## config.mk

```make
export PLATFORM = sky130hd
export DESIGN_NAME = id_ex_stage
export DESIGN_NICKNAME = d
export VERILOG_FILES = /design/src/rtl/mips_pkg.sv /design/src/rtl/id_ex_stage_alu_control.sv /design/src/rtl/id_ex_stage.sv
export SDC_FILE = /design/constraint.sdc
export NUM_CORES = 1
export LEC_CHECK = 0
export CAP_MARGIN = 20
export CORE_AREA = 2 2 107 109
export CTS_BUF_LIST = sky130_fd_sc_hd__clkbuf_2
export DETAILED_ROUTE_END_ITERATION = 8
export DIE_AREA = 0 0 109 111
export PLACE_DENSITY = 0.81
export SLEW_MARGIN = 20
export SYNTH_ARGS = -nofsm -noshare
export SYNTH_HDL_FRONTEND = slang
export SYNTH_SLANG_ARGS = --single-unit
```

## constraint.sdc

```tcl
create_clock -name clk -period 1.6 [get_ports clk]
set_input_delay 0.32 -clock clk [delete_from_list [all_inputs] [get_ports clk]]
set_output_delay 0.32 -clock clk [all_outputs]
set_load 0.005 [all_outputs]
```

## src/rtl/mips_pkg.sv

```systemverilog
// Shared MIPS ALU encodings: alu_op, R-type funct and ALUCon codes.
// Used by the ID/EX stage, its ALU-control decoder and the ALU.
package mips_pkg;

    typedef enum logic [1:0] {
        ALU_OP_ADD   = 2'b00,
        ALU_OP_SUB   = 2'b01,
        ALU_OP_RTYPE = 2'b10,
        ALU_OP_ORI   = 2'b11
    } alu_op_e;

    localparam logic [5:0] FUNCT_ADD = 6'b100000;
    localparam logic [5:0] FUNCT_SUB = 6'b100010;
    localparam logic [5:0] FUNCT_AND = 6'b100100;
    localparam logic [5:0] FUNCT_OR  = 6'b100101;
    localparam logic [5:0] FUNCT_NOR = 6'b100111;
    localparam logic [5:0] FUNCT_SLT = 6'b101010;

    localparam logic [3:0] ALUCON_AND = 4'b0000;
    localparam logic [3:0] ALUCON_OR  = 4'b0001;
    localparam logic [3:0] ALUCON_ADD = 4'b0010;
    localparam logic [3:0] ALUCON_SUB = 4'b0110;
    localparam logic [3:0] ALUCON_SLT = 4'b0111;
    localparam logic [3:0] ALUCON_NOR = 4'b1100;

    typedef enum logic {
        ST_EMPTY = 1'b0,
        ST_FULL  = 1'b1
    } stage_state_e;

    // Register 0 is hard-wired, so a write-back to it never forwards.
    function automatic logic fwd_hit(
        input logic       we,
        input logic [4:0] dest,
        input logic [4:0] src
    );
        return we && (dest == src) && (src != 5'd0);
    endfunction

endpackage

```

## src/rtl/id_ex_stage_alu_control.sv

```systemverilog
// Combinational ALU-control decoder: alu_op + funct -> ALUCon.
// Unknown R-type funct falls back to ADD and flags illegal.
module alu_control
    import mips_pkg::*;
(
    input  logic [1:0] alu_op,
    input  logic [5:0] funct,
    output logic [3:0] alu_con,
    output logic       illegal
);

    always_comb begin
        alu_con = ALUCON_ADD;
        illegal = 1'b0;
        unique case (alu_op_e'(alu_op))
            ALU_OP_ADD: alu_con = ALUCON_ADD;
            ALU_OP_SUB: alu_con = ALUCON_SUB;
            ALU_OP_ORI: alu_con = ALUCON_OR;
            ALU_OP_RTYPE: begin
                unique case (funct)
                    FUNCT_ADD: alu_con = ALUCON_ADD;
                    FUNCT_SUB: alu_con = ALUCON_SUB;
                    FUNCT_AND: alu_con = ALUCON_AND;
                    FUNCT_OR:  alu_con = ALUCON_OR;
                    FUNCT_NOR: alu_con = ALUCON_NOR;
                    FUNCT_SLT: alu_con = ALUCON_SLT;
                    default: begin
                        alu_con = ALUCON_ADD;
                        illegal = 1'b1;
                    end
                endcase
            end
            default: alu_con = ALUCON_ADD;
        endcase
    end

endmodule

```

## src/rtl/id_ex_stage.sv

```systemverilog
// One-entry ID/EX pipeline register with valid/ready handshake and flush.
// Define FORWARDING_EN to forward EX/MEM and MEM/WB results to operands.
module id_ex_stage
    import mips_pkg::*;
(
    input  logic        clk,
    input  logic        rst_n,
    input  logic        in_valid,
    output logic        in_ready,
    input  logic [1:0]  in_alu_op,
    input  logic [5:0]  in_funct,
    input  logic [31:0] in_rs_data,
    input  logic [31:0] in_rt_data,
    input  logic [31:0] in_imm,
    input  logic        in_alu_src,
    input  logic [4:0]  in_rs,
    input  logic [4:0]  in_rt,
    input  logic [4:0]  in_dest,
    input  logic        in_reg_write,
    input  logic        exmem_reg_write,
    input  logic [4:0]  exmem_dest,
    input  logic [31:0] exmem_result,
    input  logic        memwb_reg_write,
    input  logic [4:0]  memwb_dest,
    input  logic [31:0] memwb_result,
    input  logic        flush,
    input  logic        out_ready,
    output logic        out_valid,
    output logic [3:0]  alu_con,
    output logic [31:0] data_a,
    output logic [31:0] data_b,
    output logic [4:0]  out_dest,
    output logic        out_reg_write,
    output logic        out_illegal
);

    stage_state_e state_q, state_d;
    logic [3:0]   alu_con_q, alu_con_d;
    logic [31:0]  data_a_q, data_a_d;
    logic [31:0]  data_b_q, data_b_d;
    logic [4:0]   dest_q, dest_d;
    logic         reg_write_q, reg_write_d;
    logic         illegal_q, illegal_d;

    logic [3:0]   dec_con;
    logic         dec_illegal;
    logic [31:0]  rs_fwd;
    logic [31:0]  rt_fwd;
    logic         capture;

    alu_control u_alu_control (
        .alu_op  (in_alu_op),
        .funct   (in_funct),
        .alu_con (dec_con),
        .illegal (dec_illegal)
    );

`ifdef FORWARDING_EN
    // EX/MEM holds the younger result, so it is checked first.
    always_comb begin
        rs_fwd = in_rs_data;
        rt_fwd = in_rt_data;
        if (fwd_hit(exmem_reg_write, exmem_dest, in_rs))
            rs_fwd = exmem_result;
        else if (fwd_hit(memwb_reg_write, memwb_dest, in_rs))
            rs_fwd = memwb_result;
        if (fwd_hit(exmem_reg_write, exmem_dest, in_rt))
            rt_fwd = exmem_result;
        else if (fwd_hit(memwb_reg_write, memwb_dest, in_rt))
            rt_fwd = memwb_result;
    end
`else
    logic unused_fwd;
    assign unused_fwd = ^{exmem_reg_write, exmem_dest,
                          exmem_result, memwb_reg_write,
                          memwb_dest, memwb_result,
                          in_rs, in_rt};
    assign rs_fwd = in_rs_data;
    assign rt_fwd = in_rt_data;
`endif

    assign in_ready = (state_q == ST_EMPTY) || out_ready;
    assign capture  = in_valid && in_ready && !flush;

    always_comb begin
        state_d = state_q;
        if (flush)
            state_d = ST_EMPTY;
        else if (capture)
            state_d = ST_FULL;
        else if (state_q == ST_FULL && out_ready)
            state_d = ST_EMPTY;
    end

    always_comb begin
        alu_con_d   = alu_con_q;
        data_a_d    = data_a_q;
        data_b_d    = data_b_q;
        dest_d      = dest_q;
        reg_write_d = reg_write_q;
        illegal_d   = illegal_q;
        if (capture) begin
            alu_con_d   = dec_con;
            data_a_d    = rs_fwd;
            data_b_d    = in_alu_src ? in_imm : rt_fwd;
            dest_d      = in_dest;
            reg_write_d = in_reg_write && !dec_illegal;
            illegal_d   = dec_illegal;
        end
    end

    always_ff @(posedge clk) begin
        if (!rst_n) begin
            state_q     <= ST_EMPTY;
            alu_con_q   <= 4'd0;
            data_a_q    <= 32'd0;
            data_b_q    <= 32'd0;
            dest_q      <= 5'd0;
            reg_write_q <= 1'b0;
            illegal_q   <= 1'b0;
        end else begin
            state_q     <= state_d;
            alu_con_q   <= alu_con_d;
            data_a_q    <= data_a_d;
            data_b_q    <= data_b_d;
            dest_q      <= dest_d;
            reg_write_q <= reg_write_d;
            illegal_q   <= illegal_d;
        end
    end

    assign out_valid     = (state_q == ST_FULL);
    assign alu_con       = alu_con_q;
    assign data_a        = data_a_q;
    assign data_b        = data_b_q;
    assign out_dest      = dest_q;
    assign out_reg_write = reg_write_q;
    assign out_illegal   = illegal_q;

endmodule

```

; ---- Yosys cells after proc, flatten, opt, wreduce, memory -nomap -nowiden
; Index checks and enable logic that the tools add are counted.
[op_classes]
n_eq_ne = 9
mux = 7
bitwise_logic = 2
n_reduce_logical = 11
[op_table]
columns = operator, count
row1 = 6-bit equality test (second input constant), 6
row2 = 32-bit two-way mux, 1
row3 = 4-bit one-hot mux with 5 select lines, 1
row4 = 4-bit one-hot mux with 4 select lines, 1
row5 = 6-bit OR reduction, 1
row6 = 2-bit equality test (second input constant), 2
row7 = 1-bit logical AND, 4
row8 = 1-bit two-way mux, 4
row9 = 2-bit by 1-bit equality test with 1-bit output (second input constant), 1
row10 = 1-bit logical NOT, 2
row11 = 2-bit logical NOT, 1
row12 = 1-bit NOT, 2
row13 = 2-bit nonzero test, 1
row14 = 2-bit OR reduction, 1
row15 = 1-bit logical OR, 1
[word_totals]
register_bits = 76
inputBits = 202
output_inout_bits = 77

; ---- Depth between registers and ports, before layout
[logic_depth]
ltp_word = 6
ltp_mapped = 6
depth_no_buf = 5

; ---- Hierarchy
; A second synthesis with hierarchy kept.
[hier_totals]
cells_unflattened = 370
hier_area_um2 = 3362.0
[modules_own_cells]
columns = module, instances, cells_each, area_per_inst_um2, seq_area_each_um2
row1 = id_ex_stage, 1, 349, 3245.6, 1521.5
row2 = alu_control, 1, 21, 116.4, 0.0

; ---- Worst setup path before layout
; Ideal clock, no wire load.
[synth_path]
path_type = reg-to-reg
start = reg state_q (netlist: out_valid)
end = reg data_b_q[10] (netlist: data_b[10])
setup_ns = 0.134
arrival_ns = 1.094
required_time_ns = 1.466
slack_ns = 0.371
path_stages_with_launch = 7
n_path_buf = 3
synth_period_minus_slack_ns = 1.229
cell_sequence = dfxtp_1 > nor2b_4 > nor3b_2 > buf_6 > buf_6 > buf_2 > a211oi_1
[synth_via]
elab_chain_len = 4
[synth_lines]
columns = element, line
row1 = "start, declared", id_ex_stage.sv:37  ; stage_state_e state_q, state_d;
row2 = "start signal, assigned", id_ex_stage.sv:122  ; state_q <= state_d;
row3 = 1-bit NOT, id_ex_stage.sv:82  ; assign in_ready = (state_q == ST_EMPTY) || out_ready;
row4 = 1-bit logical OR, id_ex_stage.sv:82
row5 = 1-bit logical AND (2 in series), id_ex_stage.sv:83  ; assign capture = in_valid && in_ready && !flush;
row6 = "end signal, assigned", id_ex_stage.sv:125  ; data_b_q <= data_b_d;
row7 = "end, declared", id_ex_stage.sv:40  ; logic [31:0] data_b_q, data_b_d;
; No other way between the ends.
; A chain may end at the register's enable or synchronous reset.

; ---- Worst setup path in the final report
[layout_path]
start = reg state_q (netlist: out_valid)
end = reg data_b_q[27] (netlist: data_b[27])
; The elaborated chain is that of the path after synthesis.

==> impl_metrics.py <==
metrics = {
    "die": {
        "fp.coreArea_um2": 11100,
        "die_area_um2": 12100,
        "io_pins": 279,
        "die_y_um": 111,
        "std_cell_rows": 39,
        "die_w_um": 109,
        "initial_core_util": 0.277,
    },
    "cts": {
        "cts_root_buffer": "clkbuf_2",
        "cts_made_buffers": 9,
        "cts_htree_levels": 3,
        "hold_buffers": 0,
        "cts_tree": "yes",
        "cts_buffer_depth": 2,
        "worstSkewPairLatency_ns": 0.51,
        "cts.clk_slew.worst_paths_ns": 0.20,
        "cts_sinks": 76,
    },
    "setup_path": {
        "required_ns": 2.00,
        "critPathMaxFanout": 15,
        "timing_worst_setup_path_type": "reg2reg",
        "cp-start-kind": "flop",
        "slowest_delay_ns": 0.36,
        "critPathMostFrequentCell": "buf_4",
        "path_delay_family": "buffers and inverters",
        "slowest_stage": "dfxtp_2",
        "arrival_ns": 1.97,
        "cp_cell_sequence": "nor2b_4 > buf_6 > nor3b_4 > buf_4 > clkbuf_16 > buf_4 > a211oi_1",
        "cp-end-kind": "flop",
        "path_buf_inv": 4,
    },
    "layout": {
        "drive_gt1_frac": 0.239,
        "nets": 761,
        "area_delta_synth_final_pct": 81.5,
        "antenna_cells": 0,
        "fill_cells": 1045,
    },
    "drt": {
        "post-route-drc-count": 0,
        "detail_route.wl_per_cell_um": 15.0,
        "drt-initial-drc-count": 178,
        "vias": 3348,
        "wl_um": 10600,
        "postRouteAntennaNets": 0,
        "via_per_inst": 4.74,
        "first_pass_iters": 4,
    },
    "global_routing": {
        "antenna_found_initial": 1,
        "grt_overflow": 0,
        "grt_usage": 0.161,
        "grt_pass1_wl_um": 15200,
        "grt_max_degree": 61,
        "grt_pass1_vias": 3270,
    },
    "yosys": {
        "syn-cell-area_um2": 3060,
        "synth_edf_count": 0,
        "syn_inst": 350,
        "synth_fp_nets": 552,
        "synth_cell_types": 32,
        "yosysWarnings": 0,
        "ys_seq_area_frac": 0.497,
        "ys_dominant_reg_cell": "dfxtp_1",
        "ys_ff_latch": 76,
        "async_flop_share": 0,
        "syn_avg_cell_area_um2": 8.75,
    },
    "timing": {
        "worst_pin_slew_ns": 0.306,
        "timing.fmax_mhz": 636,
        "final_max_slew_viol_count": 0,
        "finalSetupViolCount": 0,
        "slew-limit-headroom": 0.793,
        "grt_setup_unrepaired": "yes",
        "period_share": 0.982,
        "hold_viol": 0,
        "layout_setup_ws_ns": 0.0286,
        "finalClockSkew_ns": 0.0172,
        "fin_crit_ns": 1.57,
    },
    "pwr": {
        "finalPower_mw": 4.14,
        "leakage_nw": 2.45,
        "vdd_drop_max_mv": 0.336,
        "powerDensity_nw_per_um2": 744,
    },
    "flow_run": {
        "maxCapViolations": 0,
    },
    "outcome": {
        "outcome": "completed",
    },
    "placement": {
        "port_buffers": 192,
        "hpwlAfterDp_um": 7260,
        "preCtsSetupSlack_ns": -0.366,
        "place.gp.congestion": 0.702,
    },
    "min_path": {
        "hold_class": "in2reg",
    },
}
path summary, 6_finish.rpt:
path	slack, ns	start	depth (start not counted)	to
max	0.03	out_valid	7	data_b[27]
min	0.33	in_dest[2]	3	out_dest[2]
max reg2reg	0.03	out_valid	7	data_b[27]
min reg2reg	0.46	data_a[5]	2	data_a[5]
synthesized netlist by cell type, types with 2 or more instances:
cell,count,area share
inv_2,2,0.0025
nand3_1,4,0.0065
or3_1,2,0.0041
buf_6,2,0.0073
a21oi_1,39,0.064
clkbuf_1,7,0.0086
dfxtp_1,76,0.50
a31oi_1,2,0.0041
buf_2,13,0.021
mux2i_1,32,0.10
buf_4,5,0.012
a211oi_1,32,0.078
nand2_1,77,0.094
o21ai_0,3,0.0049
nand3b_1,2,0.0049
nor2_1,34,0.042
inv_1,3,0.0037
worst reg2reg max path, delay by kind of cell (launching register included):
family,cells,cell delay (ns)
AOI/OAI and AO/OA,1,0.06
buffers and inverters,4,0.64
DFF,1,0.36
and+or+nand+nor,2,0.42
power by group:
group          internal, mW  switching (mW)  total (mW)  leakage [nW]
Combinational         0.549           0.355       0.904          1.73
Clock                 0.509           0.653        1.16        0.0747
Sequential             2.02          0.0508        2.07         0.653
Total                  3.08            1.06        4.14          2.45
metal layers:
metal	global-route usage	wire (um)	vias to the layer above
li1	-	-	1626
met1	0.166	4090	1550
met2	0.290	5340	153
met3	0.0476	952	17
met4	0.0752	217	2
met5	0	13	-
flip-flops by register name, indices dropped and copies added, names as in the netlist:
| signal | cells |
|---|---|
| out_reg_write | 1 |
| alu_con | 4 |
| out_dest | 5 |
| out_valid | 1 |
| data_a | 32 |
| data_b | 32 |
| out_illegal | 1 |
cell type report:
cell class | instances | area, um2 | share of cell area
timing repair buffer | 225 | 2190 | 0.395
sequential | 76 | 1610 | 0.290
multi-input combinational | 242 | 1430 | 0.257
tap | 143 | 179 | 0.0322
clock inverter | 6 | 78.8 | 0.0142
clock buffer | 10 | 50.0 | 0.00900
inverter | 5 | 18.8 | 0.00338
per-stage QoR:
step,std cells,hold slack [ns],TNS [ns],area [um2],util
2_1_floorplan,350,0.399,0,3060,-
3_3_place_gp,677,0.443,-16.92,5220,0.471
3_5_place_dp,677,0.447,-20.81,5220,0.471
4_1_cts,700,0.261,0,5390,0.487
5_1_grt,707,0.260,-0.387,5560,0.502
6_report,707,0.333,0,5560,0.502
cells in the final DEF, fill, tap and decap left out, drive strengths merged:
master,count
o311ai,1
a32o,1
nor2b,2
nand2b,1
a21oi,39
mux2i,32
or3,2
a2bb2oi,1
nand3b,2
dfxtp,76
nand2,77
a31oi,2
nor3,1
a21o,1
bufinv,2
nand3,4
nand4,1
clkdlybuf4s50,114
clkinvlp,1
nor3b,1
and2b,1
clkbuf,13
and3,1
o21ai,3
a41o,1
o21a,1
clkinv,3
nor2,34
a211oi,32
dlygate4sd2,76
buf,32
inv,5
o32ai,1
cell families (layout without fill, tap and decap cells):
logic type             after synthesis  in the layout  share of synthesized area
buffers and inverters               32            246                     0.0555
and+or+nand+nor                    127            127                      0.172
AOI/OAI and AO/OA                   83             83                      0.171
muxes                               32             32                      0.105
DFF                                 76             76                      0.497
repair_timing:
action	4_1_cts	5_1_grt
setup endpoints to repair	77	44
gates resized for setup	153	13
cloned	0	4
endpoints found under the hold margin	0	0
pin swaps	0	13
buffers inserted	7	3
(Power assumes the default switching activity.)
